## config.mk

```make
export PLATFORM = sky130hd
export DESIGN_NAME = fwd_hazard_unit
export DESIGN_NICKNAME = d
export VERILOG_FILES = /design/src/rtl/core_pkg.sv /design/src/rtl/fwd_port_match.sv /design/src/rtl/fwd_hazard_unit.sv
export SDC_FILE = /design/constraint.sdc
export NUM_CORES = 1
export LEC_CHECK = 0
export ABC_AREA = 1
export CORE_MARGIN = 4
export CORE_UTILIZATION = 54
export CTS_CLUSTER_DIAMETER = 200
export DETAILED_ROUTE_END_ITERATION = 16
export PLACE_DENSITY = 0.85
export SETUP_SLACK_MARGIN = 0.3
export SYNTH_ARGS = -nofsm -noshare
export SYNTH_HDL_FRONTEND = slang
export SYNTH_SLANG_ARGS = --single-unit
```

## constraint.sdc

```tcl
create_clock -name clk -period 4.3 [get_ports clk]
set_input_delay 1.075 -clock clk [delete_from_list [all_inputs] [get_ports clk]]
set_output_delay 1.075 -clock clk [all_outputs]
set_load 0.02 [all_outputs]
```

## src/rtl/core_pkg.sv

```systemverilog
// Shared definitions for the LEGv8 forwarding / hazard logic.
//   XZR_IDX     : hardwired-zero register index
//   REG_ADDR_W  : architectural register address width
//   fwd_entry_t : one in-flight destination record of the shadow pipeline
package core_pkg;

    localparam int REG_ADDR_W = 5;
    localparam int XZR_IDX    = 31;

    typedef struct packed {
        logic                  valid;
        logic                  wr_en;
        logic [REG_ADDR_W-1:0] wr_reg;
        logic                  is_load;
    } fwd_entry_t;

endpackage

```

## src/rtl/fwd_port_match.sv

```systemverilog
// Per-read-port match against the shadow pipeline.
//   entries     : in : in-flight entries, index 0 = youngest (EX)
//   rd_en       : in : operand is actually used
//   rd_addr     : in : operand source register
//   match       : out: some stage will produce this operand
//   sel         : out: index of the youngest matching stage (0 when no match)
//   load_hazard : out: youngest match is a load whose data is not ready yet
module fwd_port_match
    import core_pkg::*;
#(
    parameter int NUM_FWD_STAGES   = 2,
    parameter int LOAD_READY_STAGE = 1,
    parameter int SEL_W            = 1,
    parameter int ZERO_REG         = XZR_IDX
) (
    input  fwd_entry_t [NUM_FWD_STAGES-1:0] entries,
    input  logic                            rd_en,
    input  logic [REG_ADDR_W-1:0]           rd_addr,
    output logic                            match,
    output logic [SEL_W-1:0]                sel,
    output logic                            load_hazard
);

    logic addr_ok;
    assign addr_ok = rd_en && (rd_addr != REG_ADDR_W'(ZERO_REG));

    // Walk oldest to youngest so the youngest hit is the last one written;
    // an older match can therefore never mask a younger load's hazard.
    always_comb begin
        match       = 1'b0;
        sel         = '0;
        load_hazard = 1'b0;
        for (int i = NUM_FWD_STAGES - 1; i >= 0; i--) begin
            if (addr_ok && entries[i].valid && entries[i].wr_en &&
                entries[i].wr_reg == rd_addr) begin
                match       = 1'b1;
                sel         = SEL_W'(i);
                load_hazard = (i < LOAD_READY_STAGE) && entries[i].is_load;
            end
        end
    end

endmodule

```

## src/rtl/fwd_hazard_unit.sv

```systemverilog
// Forwarding and load-use hazard unit for the pipelined LEGv8 core.
// Tracks NUM_FWD_STAGES in-flight destinations in a shadow shift register
// and produces, combinationally from those entries and the decode operands:
//   fwd_en / fwd_sel : per-port forward enable and source stage index
//   stall            : hold PC + IF/ID and inject a bubble into EX
//   stall_count      : saturating count of stalled cycles
// Inputs: clk, rst_n (async low), id_* decode instruction info, rd_en /
// rd_addr (packed per port), flush (kills decode and stage-0 instruction).
module fwd_hazard_unit #(
    parameter int NUM_READ_PORTS   = 2,
    parameter int REG_ADDR_W       = 5,
    parameter int NUM_FWD_STAGES   = 2,
    parameter int LOAD_READY_STAGE = 1,
    parameter int ZERO_REG         = 31,
    parameter int STALL_CNT_W      = 16,
    localparam int SEL_W = (NUM_FWD_STAGES > 1) ? $clog2(NUM_FWD_STAGES) : 1
) (
    input  logic                               clk,
    input  logic                               rst_n,
    input  logic                               id_valid,
    input  logic                               id_wr_en,
    input  logic [REG_ADDR_W-1:0]              id_wr_reg,
    input  logic                               id_is_load,
    input  logic [NUM_READ_PORTS-1:0]          rd_en,
    input  logic [NUM_READ_PORTS*REG_ADDR_W-1:0] rd_addr,
    input  logic                               flush,
    output logic [NUM_READ_PORTS-1:0]          fwd_en,
    output logic [NUM_READ_PORTS*SEL_W-1:0]    fwd_sel,
    output logic                               stall,
    output logic [STALL_CNT_W-1:0]             stall_count
);

    import core_pkg::*;

    // Entry records are sized by the shared register width.
    if (REG_ADDR_W != core_pkg::REG_ADDR_W) begin : g_bad_addr_w
        $error("fwd_hazard_unit: REG_ADDR_W must equal core_pkg::REG_ADDR_W");
    end

    fwd_entry_t [NUM_FWD_STAGES-1:0] stage_q, stage_d;
    logic [STALL_CNT_W-1:0]          stall_cnt_q, stall_cnt_d;

    logic [NUM_READ_PORTS-1:0]             hazard;
    logic [NUM_READ_PORTS-1:0][SEL_W-1:0]  sel_arr;

    for (genvar p = 0; p < NUM_READ_PORTS; p++) begin : g_port
        fwd_port_match #(
            .NUM_FWD_STAGES   (NUM_FWD_STAGES),
            .LOAD_READY_STAGE (LOAD_READY_STAGE),
            .SEL_W            (SEL_W),
            .ZERO_REG         (ZERO_REG)
        ) u_match (
            .entries     (stage_q),
            .rd_en       (rd_en[p]),
            .rd_addr     (rd_addr[p*REG_ADDR_W +: REG_ADDR_W]),
            .match       (fwd_en[p]),
            .sel         (sel_arr[p]),
            .load_hazard (hazard[p])
        );
    end

    assign fwd_sel     = sel_arr;
    // A taken branch kills the decode instruction, so it cannot stall.
    assign stall       = id_valid & ~flush & (|hazard);
    assign stall_count = stall_cnt_q;

    always_comb begin
        stage_d            = stage_q;
        stage_d[0].valid   = id_valid & ~stall & ~flush;
        stage_d[0].wr_en   = id_wr_en;
        stage_d[0].wr_reg  = id_wr_reg;
        stage_d[0].is_load = id_is_load;
        // Older stages always drain; flush kills the instruction leaving EX.
        for (int i = 1; i < NUM_FWD_STAGES; i++) begin
            stage_d[i] = stage_q[i-1];
            if (i == 1 && flush) stage_d[i].valid = 1'b0;
        end
    end

    always_comb begin
        stall_cnt_d = stall_cnt_q;
        if (stall && stall_cnt_q != '1) stall_cnt_d = stall_cnt_q + 1'b1;
    end

    always_ff @(posedge clk or negedge rst_n) begin
        if (!rst_n) begin
            stage_q     <= '0;
            stall_cnt_q <= '0;
        end else begin
            stage_q     <= stage_d;
            stall_cnt_q <= stall_cnt_d;
        end
    end

endmodule

```

==> results.txt <==
The run finished with clean final reports. The sequential cells in the finished layout cover a total of 775.7 µm². The global router's overall resource usage is 20.77%. The startpoint of the lowest-slack hold path is stage_d[14]. The ratio of total power to cell area came out at 249.8 nW/µm².

The sequential cell area fraction in the yosys report is 39.97%. The most critical setup path has its startpoint at rd_addr[7]. Overall power consumption after layout is estimated at 613.8 µW.

The cell area that synthesis handed to floorplanning was 1941 µm². The Yosys step of the flow raised 0 warnings. Once the floorplan was initialized, standard cells occupied 56.81% of the core. The hold violation count in the final report is 0. Setup repair after global routing left no endpoint under its margin.

In the layout the commonest cells are nand2_1 (76), inv_1 (45), clkdlybuf4s50_1 (40), dfrtp_1 (31). The endpoint identified for the worst register-to-register timing path is stall_count[1]. The TritonCTS buffer count came out at 5. The post-layout minimum cycle time is 3.866 ns. The number of global-route vias before repair came out at 1,708. Relative to the synthesized area, the layout overhead comes to 26.63%.

The count of distinct cell types in the synthesized netlist came out at 29. The number of buffers added on ports came out at 43. The fill cell total of the finished layout came out at 282. The cell count after synthesis came out at 269. The count of nets left with antenna violations after detail routing came out at 0. The kind of end point of the critical path is a primary output. The source-to-sink clock delay at the later pin of the worst-skew pair came out at 0.34 ns. The flip-flop and latch count after synthesis came out at 31.

For this block, the initial DRC count from the detailed router was 70. The initial antenna violation count came out at 0. The mean area per synthesized cell is 7.214 µm². The worst reg2reg path startpoint is stage_d[12]. The worst pin sits at a relative slew slack of 74.57%. The maximum fanout encountered on the critical timing path came out at 4. The number of H-tree branching levels came out at 2.

The most common library cell in the layout ignoring fill and taps is nand2_1. In this run the static leakage power is 1.238 nW. After detailed routing, the average wire length per cell comes to 11.92 µm. The height of the chip came out at 67.95 µm. The first global-routing pass estimated 7.169 mm of wire.

The number of pins exceeding their max-slew limit in the final report is 0. The startpoint type of the worst setup path is an input port. Measured in cells, the most critical reg-to-reg path has a length of 10. The number of buffers on the longest clock path is 2. After layout, the worst path uses 89.90% of the clock period. For this block, the via count after detailed routing is 1,813.

The worst hold endpoint is stage_q[14]. The number of cells on the worst hold path came out at 0. The post-placement cell area came out at 2366 µm². In the final layout, the multi-input gates occupy 897.1 µm².

The number of sinks handled by clock tree synthesis is 31. The fraction of layout instances using a drive strength above 1 came out at 9.904%. The number of nets handed over by synthesis was 293. The final sum of negative setup slack is 0 ns. The half-perimeter wire length of the detailed placement result came out at 3.175 mm. Of all flip-flops after synthesis, the portion carrying an async set or reset was 100.0%. The number of antenna diodes in the final layout is 0. The worst supply voltage drop on vdd came out at 160.4 µV. The total number of nets in the final design is 336.

At the end of routability-driven placement, the weighted congestion stood at 0.8338. The critical path data required time is 3.22 ns. After routing the design area is 2457 µm². The number of endpoints failing setup at the final stage came out at 0. The total die area is 4617 µm². After floorplanning, the core was sized to cover 3416 µm².

In this run the register-to-register setup slack is 2.51 ns. The DRC violation count after routing came out at 0. The cell at the root of the clock tree is clkbuf_4. The total wire length is 4.279 mm. In this run, synthesis inferred 0 flip-flops with an integrated enable. The largest net degree at the start of global routing came out at 32. The number of max-cap violations came out at 0.

The classification of the worst setup path is in2out. The data arrival time of the critical path is 2.79 ns. After floorplanning, the core was divided into 21 placement rows. The final standard cell utilization of the core came out at 71.94%. After clock tree synthesis, the clock-pin slew on the worst setup and hold paths is 0.10 ns.

The count of boundary I/O pins is 44. The number of detailed-routing iterations run before antenna repair came out at 5. The overall overflow remaining after global route came out at 0. The transition time at the pin with the least slew margin is 0.3814 ns. Derived from the worst setup path, the maximum achievable clock frequency is 0.2587 GHz. The path class of the lowest-slack min-delay path is reg2reg. The most used flip-flop cell after synthesis is dfrtp_1. Clock skew on the completed layout was measured at 0.01045 ns. The number of hold buffers added after CTS is 0. The routed via count divided by cell count came out at 5.050. The width of the die is 67.95 µm. The clock tree from TritonCTS is built.
[cell families after synthesis]
kind of cell	after synthesis	share of synthesized area (%)
xor+xnor	5	2.257
buf+inv	60	14.18
flops	31	39.97
compound gates	13	3.933
simple gates	159	39.01
fa+ha+maj	1	0.6446
[where the power goes]
part / internal [mW] / switching (mW)
clock network: 0.137 / 0.102
registers: 0.299 / 0.00643
logic: 0.0318 / 0.0373
total: 0.468 / 0.146
[timing repair]
| item | in CTS | in global routing |
|---|---|---|
| setup endpoints to repair | 3 | 2 |
| pin swaps | 0 | 0 |
| buffers inserted | 0 | 0 |
| resized for setup | 3 | 2 |
[flip-flops by register name, indices dropped and copies added (netlist names)]
signal	cells
stage_q	8
stage_d	7
stall_count	16
[layout make-up]
type,instances,share of cell area (%)
tap,46,2.342
sequential,31,31.57
inverter,50,7.637
timing repair buffer,46,18.43
clock buffer,6,2.088
clock inverter,2,1.426
multi-input combinational,178,36.51
[worst max-delay path, cell delays in order]
cell and delay (ns):
clkdlybuf4s50_1 0.55, xnor2_1 0.15, o211ai_1 0.10, nor2_1 0.09
nand4_1 0.13, nand2_1 0.09, clkdlybuf4s50_1 0.61
[cells in the mapped netlist, types with 3 or more instances]
cell type | n | area (µm²)
nand3_2 | 4 | 40.04
nand3_1 | 22 | 110.1
nand4_1 | 19 | 118.9
dfrtp_1 | 31 | 775.7
a21oi_1 | 4 | 20.02
nand4_2 | 3 | 37.54
buf_4 | 4 | 30.03
nand2_1 | 76 | 285.3
nor2_1 | 25 | 93.84
inv_1 | 45 | 168.9
xor2_1 | 4 | 35.03
nor3_1 | 5 | 25.02
inv_2 | 4 | 15.01
[metal layers]
metal	vias to the layer above	routed length [µm]	track usage, %
met5	-	0	0
li1	933	-	-
met1	818	1865	23.76
met4	0	104	8.933
met3	12	213	4.926
met2	50	2095	36.70
[through the flow]
stage | worst slack [ns] | hold WS [ns] | std cells
floorplan | 1.288 | 0.3535 | 269
global placement | 0.2225 | 0.3655 | 351
detailed placement | 0.2130 | 0.3809 | 351
CTS | 0.3053 | 0.4155 | 359
global route | 0.3266 | 0.4201 | 359
finish | 0.4343 | 0.4087 | 359
[how the worst max path moves through the flow]
| stage | to | cells past startpoint |
|---|---|---|
| floorplan | stall | 8 |
| global placement | fwd_sel[1] | 7 |
| detailed placement | fwd_sel[1] | 7 |
| CTS | fwd_sel[1] | 7 |
| global route | fwd_en[1] | 7 |
| finish | fwd_en[1] | 7 |
Power figures use the tool's default switching activity.
==> patch (config.mk and constraints unchanged) <==
Register the output `stall_count` once more, cleared by the reset; this adds one clock of latency there. The other outputs are not delayed to match. Comments in the files are not updated.
--- a/src/rtl/fwd_hazard_unit.sv
+++ b/src/rtl/fwd_hazard_unit.sv
@@ -64,3 +64,9 @@
     assign stall       = id_valid & ~flush & (|hazard);
-    assign stall_count = stall_cnt_q;
+    always_ff @(posedge clk or negedge rst_n) begin
+        if (!rst_n) begin
+            stall_count <= '0;
+        end else begin
+            stall_count <= stall_cnt_q;
+        end
+    end
 
Formal check against the unedited RTL: not equivalent (a bounded check fails within 4 cycles, from zero or initial values and one cycle with rst_n low).
==> patch against the original RTL <==
Combinational power up 3%. Cell area up 16%. Core utilization down 2.2 points. Sequential share of layout area up 9.7 points. Sequential power up 50%. Total power up 36%. Sequential cell count up 16. Critical path type unchanged. Setup slack better by 0.013 ns. Wire length up 14%. Area after synthesis up 20%. Largest cell class is now registers. Synthesized cell count down 2.2%.
==> patch: results (changes against the original RTL) <==
final_layout:
  nFillCells: 326  # +16%
  buffers_excl_clock: 45  # -2.2%
  final_nets: 331  # -1.5%
clock_network:
  clkLatencyLatePin_ns: 0.29  # -0.05 ns
  cts_sinks: 47  # +52%
global_route:
  grt_pass1_wl_um: 8380  # +17%
  grt_use_total: 0.201  # -0.00715
yosys:
  synthAdderAreaFrac: 0.00539  # -0.00106
  synthTopCellsByArea: "dfrtp_1 51%, nand2_1 12%, nand4_1 5.1%"
  syn_area_per_cell_um2: 8.83  # +22%
  synth_fp_nets: 287  # -2.0%
route:
  wl_met1_um: 2060  # +10%
  drt-pass1-iter-count: 4  # -1
  drt_iter0_drc: 128  # +83%
  viasPerCell: 5.31  # +5.1%
  drt-total-wl_um: 4880  # +14%
  met2WireLength_um: 2380  # +14%
power:
  power.internal_uw: 651  # +39%
  ir_drop_mv: 0.235  # +47%
  clkPwrFrac: 0.366  # -0.024
place:
  gp_congestion: 0.857  # +2.8%
  dpl.hpwl_um: 3510  # +10%
worst_setup_path:
  arrival_ns: 2.78  # about the same
  cp_max_fo: 3  # -1
  reg2reg_depth: 9  # -1
status:
  status: "complete, no violations"
[patch: cell types whose count changed in the layout (fill, tap and decap cells not counted), moves of 3 or more]
cell and delta:
clkbuf_4 -5, clkbuf_8 +4, dfrtp_1 +16, inv_1 -17, nand2_1 -4, nand3_1 -3
nor2_1 -6, xnor2_1 +6
[patch: worst min-delay path by stage]
| stage | from | endpoint | slack [ns] | cells after the start |
|---|---|---|---|---|
| 2_1_floorplan | stage_d[14] | stage_q[14] | 0.35 | 0 |
| 3_3_place_gp | stage_d[14] | stage_q[14] | 0.36 | 0 |
| 3_5_place_dp | stage_d[14] | stage_q[14] | 0.37 | 0 |
| 4_1_cts | stage_d[14] | stage_q[14] | 0.39 | 0 |
| 5_1_grt | stage_d[14] | stage_q[14] | 0.41 | 0 |
| 6_report | stage_d[14] | stage_q[14] | 0.39 | 0 |
[patch: what timing repair did]
item                       4_1_cts  5_1_grt
pin swaps                        0        0
setup endpoints to repair        1        2
gates resized for setup          1        2
